## src/rtl/kb_color_ctrl.sv

```systemverilog
// kb_color_ctrl: PS/2 scan-code decoder feeding a frame-synchronous colour code.
// Decodes make / E0-extended / F0-break sequences, tracks the held key and
// presents the latest make code to the colour lookup only on frame_tick.
// Optional feature macro: KB_RELEASE_CLEAR_EN (releasing the held key reverts
// the displayed code to 8'h00 on the next frame tick).
module kb_color_ctrl #(
  parameter int unsigned TIMEOUT_CYCLES = 1000000
) (
  input  logic       clk,
  input  logic       rst,
  input  logic [7:0] byte_in,
  input  logic       byte_valid,
  input  logic       frame_tick,
  output logic [7:0] kb_code,
  output logic       ext_flag,
  output logic       key_held,
  output logic       code_changed,
  output logic [7:0] err_cnt
);

  localparam int unsigned CW = $clog2(TIMEOUT_CYCLES + 1);
  localparam logic [7:0] B_EXT = 8'hE0;
  localparam logic [7:0] B_BRK = 8'hF0;

  typedef enum logic [1:0] {S_IDLE, S_EXT, S_BRK, S_EXT_BRK} state_t;

  state_t          state;
  state_t          next_state;
  logic [CW-1:0]   to_cnt;
  logic [8:0]      pending;
  logic            pend_valid;
  logic [8:0]      held;

  logic            is_make;
  logic            is_break;
  logic            is_err;
  logic            dec_ext;
  logic            timeout;
  logic            brk_match;
  logic            is_prefix;

  assign is_prefix = (byte_in == B_EXT) || (byte_in == B_BRK);
  assign timeout   = (state != S_IDLE) && !byte_valid &&
                     (to_cnt == CW'(TIMEOUT_CYCLES - 1));
  assign brk_match = is_break && key_held && ({dec_ext, byte_in} == held);

  // Decode the current byte against the prefix state
  always_comb begin
    next_state = state;
    is_make    = 1'b0;
    is_break   = 1'b0;
    is_err     = 1'b0;
    dec_ext    = 1'b0;
    if (byte_valid) begin
      unique case (state)
        S_IDLE: begin
          if (byte_in == B_EXT)      next_state = S_EXT;
          else if (byte_in == B_BRK) next_state = S_BRK;
          else                       is_make = 1'b1;
        end
        S_EXT: begin
          dec_ext = 1'b1;
          if (byte_in == B_BRK)      next_state = S_EXT_BRK;
          else if (byte_in == B_EXT) next_state = S_EXT;
          else begin
            is_make    = 1'b1;
            next_state = S_IDLE;
          end
        end
        S_BRK, S_EXT_BRK: begin
          dec_ext    = (state == S_EXT_BRK);
          next_state = S_IDLE;
          if (is_prefix) is_err   = 1'b1;
          else           is_break = 1'b1;
        end
        default: next_state = S_IDLE;
      endcase
    end else if (timeout) begin
      next_state = S_IDLE;
      is_err     = 1'b1;
    end
  end

  // Prefix FSM, inter-byte timeout counter and saturating error counter
  always_ff @(posedge clk) begin
    if (rst) begin
      state   <= S_IDLE;
      to_cnt  <= '0;
      err_cnt <= '0;
    end else begin
      state <= next_state;
      if (state == S_IDLE || byte_valid || timeout) to_cnt <= '0;
      else                                          to_cnt <= to_cnt + 1'b1;
      if (is_err && err_cnt != 8'hFF) err_cnt <= err_cnt + 8'd1;
    end
  end

  // Pending code, held-key tracking and frame-synchronous display update
  always_ff @(posedge clk) begin
    if (rst) begin
      pending      <= '0;
      pend_valid   <= 1'b0;
      held         <= '0;
      key_held     <= 1'b0;
      kb_code      <= '0;
      ext_flag     <= 1'b0;
      code_changed <= 1'b0;
    end else begin
      code_changed <= 1'b0;
      // Tick consumes the old pending value; a same-cycle make below re-arms it.
      if (frame_tick && pend_valid) begin
        {ext_flag, kb_code} <= pending;
        pend_valid          <= 1'b0;
        code_changed        <= (pending != {ext_flag, kb_code});
      end
      if (is_make) begin
        pending    <= {dec_ext, byte_in};
        pend_valid <= 1'b1;
        held       <= {dec_ext, byte_in};
        key_held   <= 1'b1;
      end else if (brk_match) begin
        key_held <= 1'b0;
`ifdef KB_RELEASE_CLEAR_EN
        pending    <= '0;
        pend_valid <= 1'b1;
`else
        pending    <= pending;
`endif
      end
    end
  end

endmodule

```

## config.mk

```make
export PLATFORM = sky130hd
export DESIGN_NAME = kb_color_ctrl
export DESIGN_NICKNAME = d
export VERILOG_FILES = /design/src/rtl/kb_color_ctrl.sv
export SDC_FILE = /design/constraint.sdc
export NUM_CORES = 1
export LEC_CHECK = 0
export ABC_CLOCK_PERIOD_IN_PS = 3800
export BUFFER_PORTS_ARGS = -buffer_cell sky130_fd_sc_hd__buf_2
export CAP_MARGIN = 15
export CORE_MARGIN = 2
export CORE_UTILIZATION = 40
export CTS_CLUSTER_DIAMETER = 40
export DETAILED_ROUTE_END_ITERATION = 8
export GPL_ROUTABILITY_DRIVEN = 0
export PLACE_DENSITY = 0.58
export SKIP_CTS_REPAIR_TIMING = 1
export SLEW_MARGIN = 30
export SYNTH_ARGS = -nofsm -noshare
export SYNTH_HDL_FRONTEND = slang
export SYNTH_SLANG_ARGS = --single-unit
```

## constraint.sdc

```tcl
create_clock -name clk -period 3.8 [get_ports clk]
set_input_delay 0.76 -clock clk [delete_from_list [all_inputs] [get_ports clk]]
set_output_delay 0.76 -clock clk [all_outputs]
set_load 0.03 [all_outputs]
```

==> flow_summary.yaml, run 1 <==
sta:
  rsz0062_at_grt: "false"
  setup_violations: 0
  slew_viol_final: 0
  timing.final.crit_period_ns: 2.264
  slew_headroom_pct: 59.28
  tightest_slew_ns: 0.6108
  hold_viol: 0
  setup_tns_ns: 0
  finalCritPeriodShare_pct: 59.57
  finalClockSkew_ns: 0.01076
  timing.fmax_ghz: 0.4418
finish:
  drive_above_1_share_pct: 15.29
  mostFrequentLayoutCell: "dfxtp_1"
  fin_util_pct: 46.13
  most-common-layout-cells: "51 x dfxtp_1, 33 x nand2_1, 33 x nor2_1, 30 x buf_2, 25 x a21oi_1"
  fillCellCount: 613
  antenna_cells: 0
  layout.cells.non_filler: 389
  nNetsFinal: 328
  area_delta_synth_final_pct: 11.74
setup_path:
  rr_worst_depth: 6
  start_kind: "register"
  crit_path_start: "to_cnt[0]"
  critPathArrivalTime_ns: 2.50
  r2r_slack_ns: 1.54
  crit_path_max_fanout: 8
  r2r-start: "to_cnt[0]"
  r2r_end: "err_cnt[4]"
  crit_type: "register to register"
  cp-end-kind: "register"
  required_ns: 4.04
run_status:
  status: "finished, final reports clean"
global_route:
  grt_pass1_wl_um: 8190
  overflow: 0
  grt.total_usage_pct: 15.54
  grt_pass1_vias: 1800
  antenna_found_initial: 0
  grt_max_degree: 33
placed_design:
  portBuffers: 30
  place_inst: 382
  dpl.hpwl_um: 3471
drt:
  wirelength_um: 4949
  dr.pass1.iters: 4
  drtAntennaViolNets: 0
  drt_first_iter_violations: 84
  post_drt_wl_per_cell_um: 12.72
  drc: 0
  vias_per_cell: 5.170
  vias: 2011
floorplanning:
  fp-row-count: 28
  core_um2: 5886
  boundaryPins: 31
  start_util_pct: 41.28
  dieArea_um2: 6714
  die_w_um: 81.94
  die_y_um: 81.94
power:
  total_power_mw: 0.9390
  p_per_area_nw_per_um2: 345.8
  p_sw_mw: 0.2235
  leakage_nw: 0.9565
  pwr-share-clk_pct: 33.9
  power_frac_seq_pct: 59.0
  peakVddDrop_v: 0.0001955
  combPwrFrac_pct: 7.1
  p_int_mw: 0.7155
  sw_frac_of_total_pct: 23.80
cts:
  insertion_delay_ns: 0.30
  clock_sinks: 51
  cts-root-buf: "clkbuf_8"
  htreeDepth: 2
  cts_tree: "yes"
  path_clk_slew_ns: 0.10
  cts_buffers: 5
  clk_path_buf_depth: 2
yosys:
  postSynthAreaPerCell_um2: 8.496
  ys_types: 41
  synth_ff_type: "dfxtp_1"
  synth_edf_count: 0
  synth_xor_area_share_pct: 11.53
  synth_adder_area_share_pct: 1.030
  ys_warn_count: 0
  yosys.area.top_type_share_pct: 42.02
  ys_async_sr_fraction_pct: 0
  synth.area.top_cells: "dfxtp_1 42%, xnor2_1 8.3%, a21oi_1 5.1%"
  synth_seq_cells: 51
  syn_inst: 286
  syn_nets: 300
  synth_top_family_by_area: "simple AND/OR/NAND/NOR gates"
  synth_mux_area_share_pct: 3.296
  ys_seq_area_share_pct: 42.02
  synth-compound-area-share_pct: 12.82
  syn_area_um2: 2430
  yosysTopAreaCell: "dfxtp_1"
  synth-simple-area-share_pct: 26.00
worst_hold_path:
  hold_path_depth: 1
  hold_start: "to_cnt[0]"
  min_path_type: "register to register"
  hold-path-endpoint: "to_cnt[0]"
flow_run:
  maxCapViolCount: 0
## how the worst max path moves through the flow
stage / cells past startpoint / end
floorplan: 6 / err_cnt[4]
global placement: 6 / err_cnt[4]
detailed placement: 6 / err_cnt[4]
CTS: 6 / err_cnt[4]
global route: 6 / err_cnt[4]
finish: 6 / err_cnt[4]
## power by group through the flow
stage / combinational, mW / clock (mW) / sequential [mW]
2_1_floorplan: 0.0419 / 0 / 0.570
3_3_place_gp: 0.0671 / 0 / 0.566
3_5_place_dp: 0.0673 / 0 / 0.567
4_1_cts: 0.0676 / 0.332 / 0.554
5_1_grt: 0.0744 / 0.356 / 0.556
6_report: 0.0671 / 0.318 / 0.554
## through the flow
step,area [um2],setup slack [ns],hold WS (ns)
2_1_floorplan,2430,1.696,0.4129
3_3_place_gp,2628,1.435,0.4296
3_5_place_dp,2628,1.391,0.4471
4_1_cts,2715,1.541,0.4607
5_1_grt,2715,1.388,0.4952
6_report,2715,1.536,0.4578
## final cells by class
cell class / count / area (um2) / share of cell area [%]
sequential: 51 / 1021 / 37.60
timing repair buffer: 31 / 157.7 / 5.806
clock buffer: 6 / 82.58 / 3.041
multi-input combinational: 218 / 1329 / 48.94
clock inverter: 1 / 5.005 / 0.1843
inverter: 7 / 26.28 / 0.9677
tap: 75 / 93.84 / 3.456
## critical path, cell delays in order, from the launching register on
cell and delay, ns:
dfxtp_1 0.36, ha_1 0.19, nand3_1 0.16, or4_4 0.55, o31a_4 0.33, or4_1 0.47, a21oi_1 0.14
## state kept, by name (all words and copies together), names as in the netlist
name and count:
code_changed 1, err_cnt 8, ext_flag 1, held 9, kb_code 8, key_held 1
pend_valid 1, state 2, to_cnt 20
## cells by family (layout without fill, tap and decap cells)
logic type               after synthesis  count (layout)
AO/OA/AOI/OAI                         50              50
XOR/XNOR                              32              32
adder cells (fa/ha/maj)                2               2
buffers and inverters                 17              45
flip-flops                            51              51
multiplexers                           8               8
AND/OR/NAND/NOR                      126             126
## cells in the mapped netlist (5+ instances only)
cell	number
clkbuf_1	7
nor2_1	33
o21ai_0	9
mux2i_1	8
a21oi_1	25
xor2_1	9
nand4_1	9
dfxtp_1	51
nor3_1	8
xnor2_1	23
inv_1	7
nand2_1	33
nand3_1	11
o31ai_1	5
## per-layer routing
layer  vias to the layer above  wire (um)  share of wire [%]  GRT usage (%)
li1                       1051          -                  -              -
met1                       928       2481                 50          20.00
met2                        26       2254                 46          25.85
met3                         6        160                3.2          3.736
met4                         0         53                1.1          4.333
met5                         -          0                  0              0
Note: power is estimated with default switching activity, not from simulation.
==> run 2, diff against run 1 <==
Settings changed: ABC_AREA from default to 1, ABC_CLOCK_PERIOD_IN_PS 3800 to 2100, PLACE_DENSITY 0.58 to 0.57.
Clock period 3.8 ns to 2.1 ns, I/O delays scaled along.
==> run 2 against run 1 <==
Against the previous run:
- cell count increased by 22%
- global-route usage increased by 0.93 points
- area after synthesis increased by 6.2%
- combinational power increased by 140%
- clock power increased by 83%
- core utilization increased by 0.072 points
- total power increased by 87%
- first-iteration DRC count increased by 24%
- wire length increased by 13%
- largest power group unchanged
- maximum frequency increased by 29%
- clock skew decreased by 0.0037 ns
==> flow_summary.yaml, run 2 <==
power:
  leakage_nw: 1.100
  p_per_area_nw_per_um2: 606.0
  peakVddDrop_v: 0.0003764
  total_power_mw: 1.758
setup_path:
  crit_path_max_fanout: 9
  crit_end: "err_cnt[3]"
  cp-end-kind: "register"
  worst_path_most_repeated_cell: "nand2_2"
  rr_worst_depth: 8
  critPathArrivalTime_ns: 1.95
  path_buf_inv: 0
  r2r_end: "err_cnt[3]"
  required_ns: 2.29
  slowest_stage: "dfxtp_1"
  start_kind: "register"
  crit_path_start: "to_cnt[0]"
  worstPathCellList: "ha_1, nand3_4, nor2_2, nand4_2, nand2_2, nand2_2, nand2_1, a21oi_1"
  crit_family: "simple AND/OR/NAND/NOR gates"
  crit_path_max_incr_delay_ns: 0.41
  r2r-start: "to_cnt[0]"
  cp_num_cells: 8
  r2r_slack_ns: 0.34
  crit_type: "register to register"
sta:
  setup_tns_ns: 0
  finalClockSkew_ns: 0.007076
  hold_viol: 0
  slew_headroom_pct: 71.03
  slew_viol_final: 0
  finalCritPeriodShare_pct: 83.63
  rsz0062_at_grt: "false"
  timing.fmax_ghz: 0.5694
  setup_violations: 0
  timing.final.crit_period_ns: 1.756
  tightest_slew_ns: 0.4340
yosys:
  synth_top_family_by_area: "simple AND/OR/NAND/NOR gates"
  synth.area.top_cells: "dfxtp_1 40%, nand2_1 9.5%, nor2_1 7.3%"
  yosys.area.top_type_share_pct: 39.57
  synth.most_common_cell: "nand2_1"
  postSynthAreaPerCell_um2: 7.068
  synth_adder_area_share_pct: 0.9699
  synth_xor_area_share_pct: 8.147
  syn_nets: 379
  synth_seq_cells: 51
  syn_inst: 365
  synth_mux_area_share_pct: 0
  ys_warn_count: 0
  synth-simple-area-share_pct: 33.27
  ys_types: 26
  ys_async_sr_fraction_pct: 0
  ys_seq_area_share_pct: 39.57
  yosysTopAreaCell: "dfxtp_1"
  synth_edf_count: 0
  syn_area_um2: 2580
  yosys-top-cells-count: "65 x nand2_1, 51 x dfxtp_1, 50 x nor2_1, 37 x inv_1, 34 x a21oi_1"
  synth-compound-area-share_pct: 11.49
  synth_ff_type: "dfxtp_1"
cts:
  htreeDepth: 2
  cts_tree: "yes"
  cts_buffers: 5
  clk_path_buf_depth: 2
  path_clk_slew_ns: 0.10
  clock_sinks: 51
  cts-root-buf: "clkbuf_8"
  insertion_delay_ns: 0.31
finish:
  fillCellCount: 668
  layout.cells.non_filler: 475
  regMostFlops: "to_cnt"
  nNetsFinal: 411
  antenna_cells: 0
  drive_above_1_share_pct: 14.57
  reg.largest.list: "to_cnt x20, held x9"
  area_delta_synth_final_pct: 12.42
  fin_util_pct: 46.20
  final_area_um2: 2900
  most-common-layout-cells: "65 x nand2_1, 51 x dfxtp_1, 50 x nor2_1, 37 x inv_1, 34 x a21oi_1"
  mostFrequentLayoutCell: "nand2_1"
  largest_register_ff_count: 20
global_route:
  busiest_layer: "met2"
  met3_usage_pct: 3.343
  grt_pass1_vias: 2160
  antenna_found_initial: 0
  use_met1_pct: 21.40
  grt_max_degree: 21
  overflow: 0
  grt_pass1_wl_um: 9660
  use_met2_pct: 27.27
  grt.total_usage_pct: 16.47
placed_design:
  place_inst: 467
  placed_area_um2: 2811
  dpl.hpwl_um: 4216
  portBuffers: 30
flow_run:
  maxCapViolCount: 0
drt:
  dr.pass1.iters: 4
  vias_per_cell: 4.971
  post_drt_wl_per_cell_um: 11.81
  drt_first_iter_violations: 104
  drtAntennaViolNets: 0
  vias: 2361
  drc: 0
  wirelength_um: 5611
worst_hold_path:
  min_path_type: "primary input to register"
  hold_path_depth: 4
floorplanning:
  start_util_pct: 41.10
  dieArea_um2: 7108
  boundaryPins: 31
  core_um2: 6277
  die_w_um: 84.31
  die_y_um: 84.31
  fp-row-count: 29
run_status:
  status: "finished, final reports clean"
==> run 2: how the worst min path moves through the flow <==
stage / start / end / slack (ns)
after global routing: byte_in[0] / held[0] / 0.39
after CTS: frame_tick / pend_valid / 0.37
after detailed placement: key_held / key_held / 0.46
after floorplan: to_cnt[0] / to_cnt[0] / 0.44
final: frame_tick / pend_valid / 0.37
after global placement: key_held / key_held / 0.47
==> run 2: tightest hold or removal path, stage by stage <==
cell	delay, ns
buf_2	0.08
inv_1	0.03
nand2_1	0.05
a21oi_1	0.06
==> run 2: per-stage QoR <==
step	hold slack, ns	setup WS (ns)
detailed placement	0.4582	0.3562
floorplan	0.4410	0.5781
global route	0.3938	0.2074
finish	0.3745	0.3439
global placement	0.4655	0.3759
CTS	0.3740	0.3364
==> run 2: kinds of logic after synthesis <==
logic type	Yosys count
simple gates	185
compound gates	59
flops	51
buf+inv	44
xor+xnor	24
fa+ha+maj	2
==> run 2: per-layer routing <==
layer	share of wire, %	up-vias
met5	0	-
met4	1.7	0
met3	3.4	7
met2	47	33
met1	48	1072
li1	-	1249
==> run 2: layout make-up <==
| type | instances | area [um2] | area share [%] |
|---|---|---|---|
| clock buffers | 6 | 72.57 | 2.502 |
| clock inverters | 2 | 16.27 | 0.5608 |
| inverters | 37 | 138.9 | 4.789 |
| multi-input cells | 270 | 1390 | 47.93 |
| flip-flops and latches | 51 | 1021 | 35.20 |
| well taps | 77 | 96.34 | 3.322 |
| repair buffers | 32 | 165.2 | 5.695 |
==> run 2: power by group <==
part	internal (mW)	leakage (nW)	switching (mW)
sequential	0.992	0.415	0.0198
clock	0.240	0.0418	0.343
combinational	0.0593	0.643	0.103
==> run 3, diff against run 2 <==
Settings changed: ABC_CLOCK_PERIOD_IN_PS 2100 to 1400, PLACE_DENSITY 0.57 to 0.6.
Clock period 2.1 ns to 1.4 ns, I/O delays scaled along.
==> run 3 against run 2 <==
Against the previous run:
- via count increased by 9.0%
- critical path type unchanged
- design area increased by 17%
- combinational power increased by 64%
- cell count increased by 8.8%
- register-to-register slack got worse by 0.33 ns
- worst hold slack got worse by 0.16 ns
- first-iteration DRC count decreased by 27%
- clock-buffer cell count unchanged
- largest power group unchanged
==> flow_summary.yaml, run 3 (synthesis results as in run 2) <==
sta:
  hold_viol: 0
  finalHoldWorstSlack_ns: 0.2175
  slew_headroom_pct: 71.95
  finalCritPeriodShare_pct: 99.08
  slew_viol_final: 0
  timing.final.crit_period_ns: 1.387
  setup_ws_ns: 0.01290
  setup_violations: 0
  timing.fmax_ghz: 0.7209
  rsz0062_at_grt: "true"
  tightest_slew_ns: 0.4202
  finalClockSkew_ns: 0.008276
setup_path:
  required_ns: 1.60
  crit_path_max_fanout: 6
  critPathArrivalTime_ns: 1.59
  cp-end-kind: "register"
  start_kind: "register"
  crit_type: "register to register"
drt:
  post_drt_wl_per_cell_um: 12.20
  vias_per_cell: 4.977
  dr_wl_met3_um: 211
  drt_first_iter_violations: 76
  m1WireLength_um: 3039
  vias: 2573
  dr.pass1.iters: 4
  wl_met2_um: 2913
  wirelength_um: 6305
  drtAntennaViolNets: 0
  drc: 0
  top_layer_used: "met4"
global_route:
  antenna_found_initial: 0
  overflow: 0
  grt_pass1_wl_um: 10260
  grt_max_degree: 16
  grt_pass1_vias: 2297
  grt.total_usage_pct: 17.49
finish:
  reg.largest.list: "to_cnt x20, held x9"
  fin_util_pct: 54.12
  drive_above_1_share_pct: 32.05
  final_area_um2: 3397
  mostFrequentLayoutCell: "nand2_1"
  regMostFlops: "to_cnt"
  fillCellCount: 617
  nNetsFinal: 453
  area_delta_synth_final_pct: 31.67
  largest_register_ff_count: 20
  most-common-layout-cells: "58 x nand2_1, 42 x nor2_1, 40 x buf_4, 37 x inv_1, 35 x dfxtp_1"
  antenna_cells: 0
worst_hold_path:
  min_path_type: "primary input to register"
floorplanning:
  die_y_um: 84.31
  fp-row-count: 29
  die_w_um: 84.31
  dieArea_um2: 7108
  boundaryPins: 31
  core_um2: 6277
  start_util_pct: 41.10
cts:
  clk_path_buf_depth: 2
  clock_sinks: 51
  cts-root-buf: "clkbuf_8"
  cts_tree: "yes"
  htreeDepth: 2
  path_clk_slew_ns: 0.10
  cts_buffers: 5
  insertion_delay_ns: 0.31
flow_run:
  maxCapViolCount: 0
run_status:
  status: "finished, final reports clean"
placed_design:
  placed_area_um2: 3123
  dpl.hpwl_um: 4574
  portBuffers: 30
  place_ws_ns: -0.05570
power:
  peakVddDrop_v: 0.0005345
  leakage_nw: 1.379
  p_per_area_nw_per_um2: 779.6
-- run 3: cell count changes in the layout (fill, tap and decap cells not counted), moves of 3 or more --
cell and delta:
nor3_1 -3, nand3_1 -4, nand2_1 -7, nor2_1 -8, dfxtp_2 +15, nand3_2 +4
nand2_2 +5, nor2_4 +6, buf_4 +38, dfxtp_1 -16, nand2_4 +4
-- run 3: cell type report --
cell class | instances | area [um2] | share of cell area (%)
clock buffers | 6 | 72.57 | 2.136
repair buffers | 72 | 473.0 | 13.92
multi-input cells | 272 | 1560 | 45.93
well taps | 77 | 96.34 | 2.836
inverters | 37 | 138.9 | 4.088
flip-flops and latches | 51 | 1044 | 30.72
clock inverters | 2 | 12.51 | 0.3683
-- run 3: worst paths after layout --
check,startpoint,end,slack (ns),depth (start not counted)
min,frame_tick,pend_valid,0.22,4
max reg2reg,to_cnt[19],err_cnt[2],0.01,7
max,to_cnt[19],err_cnt[2],0.01,7
min reg2reg,key_held,key_held,0.47,2
-- run 3: routing by layer --
layer / up-vias / global-route usage, %
met2: 42 / 27.85
li1: 1336 / -
met3: 14 / 3.638
met4: 0 / 6.452
met1: 1181 / 23.42
met5: - / 0
-- run 3: power by group --
part	switching (mW)	internal (mW)	total [mW]
registers	0.0297	1.49	1.51
logic	0.161	0.106	0.267
clock network	0.515	0.351	0.866
total	0.706	1.94	2.65
-- run 3: through the flow --
stage	instances	total power [mW]	setup TNS, ns
finish	517	2.648	0
CTS	513	2.673	-0.3058
global route	517	2.755	-0.7420
floorplan	365	1.715	0
global placement	505	1.813	-0.01034
detailed placement	505	1.817	-0.2911
-- run 3: worst max-delay path: stages, from the launching register on --
cell and delay, ns:
dfxtp_1 0.36, inv_1 0.07, nor3_2 0.27, nand4_4 0.20
nand2_4 0.14, nand2_4 0.10, nand2_1 0.07, a21oi_1 0.06
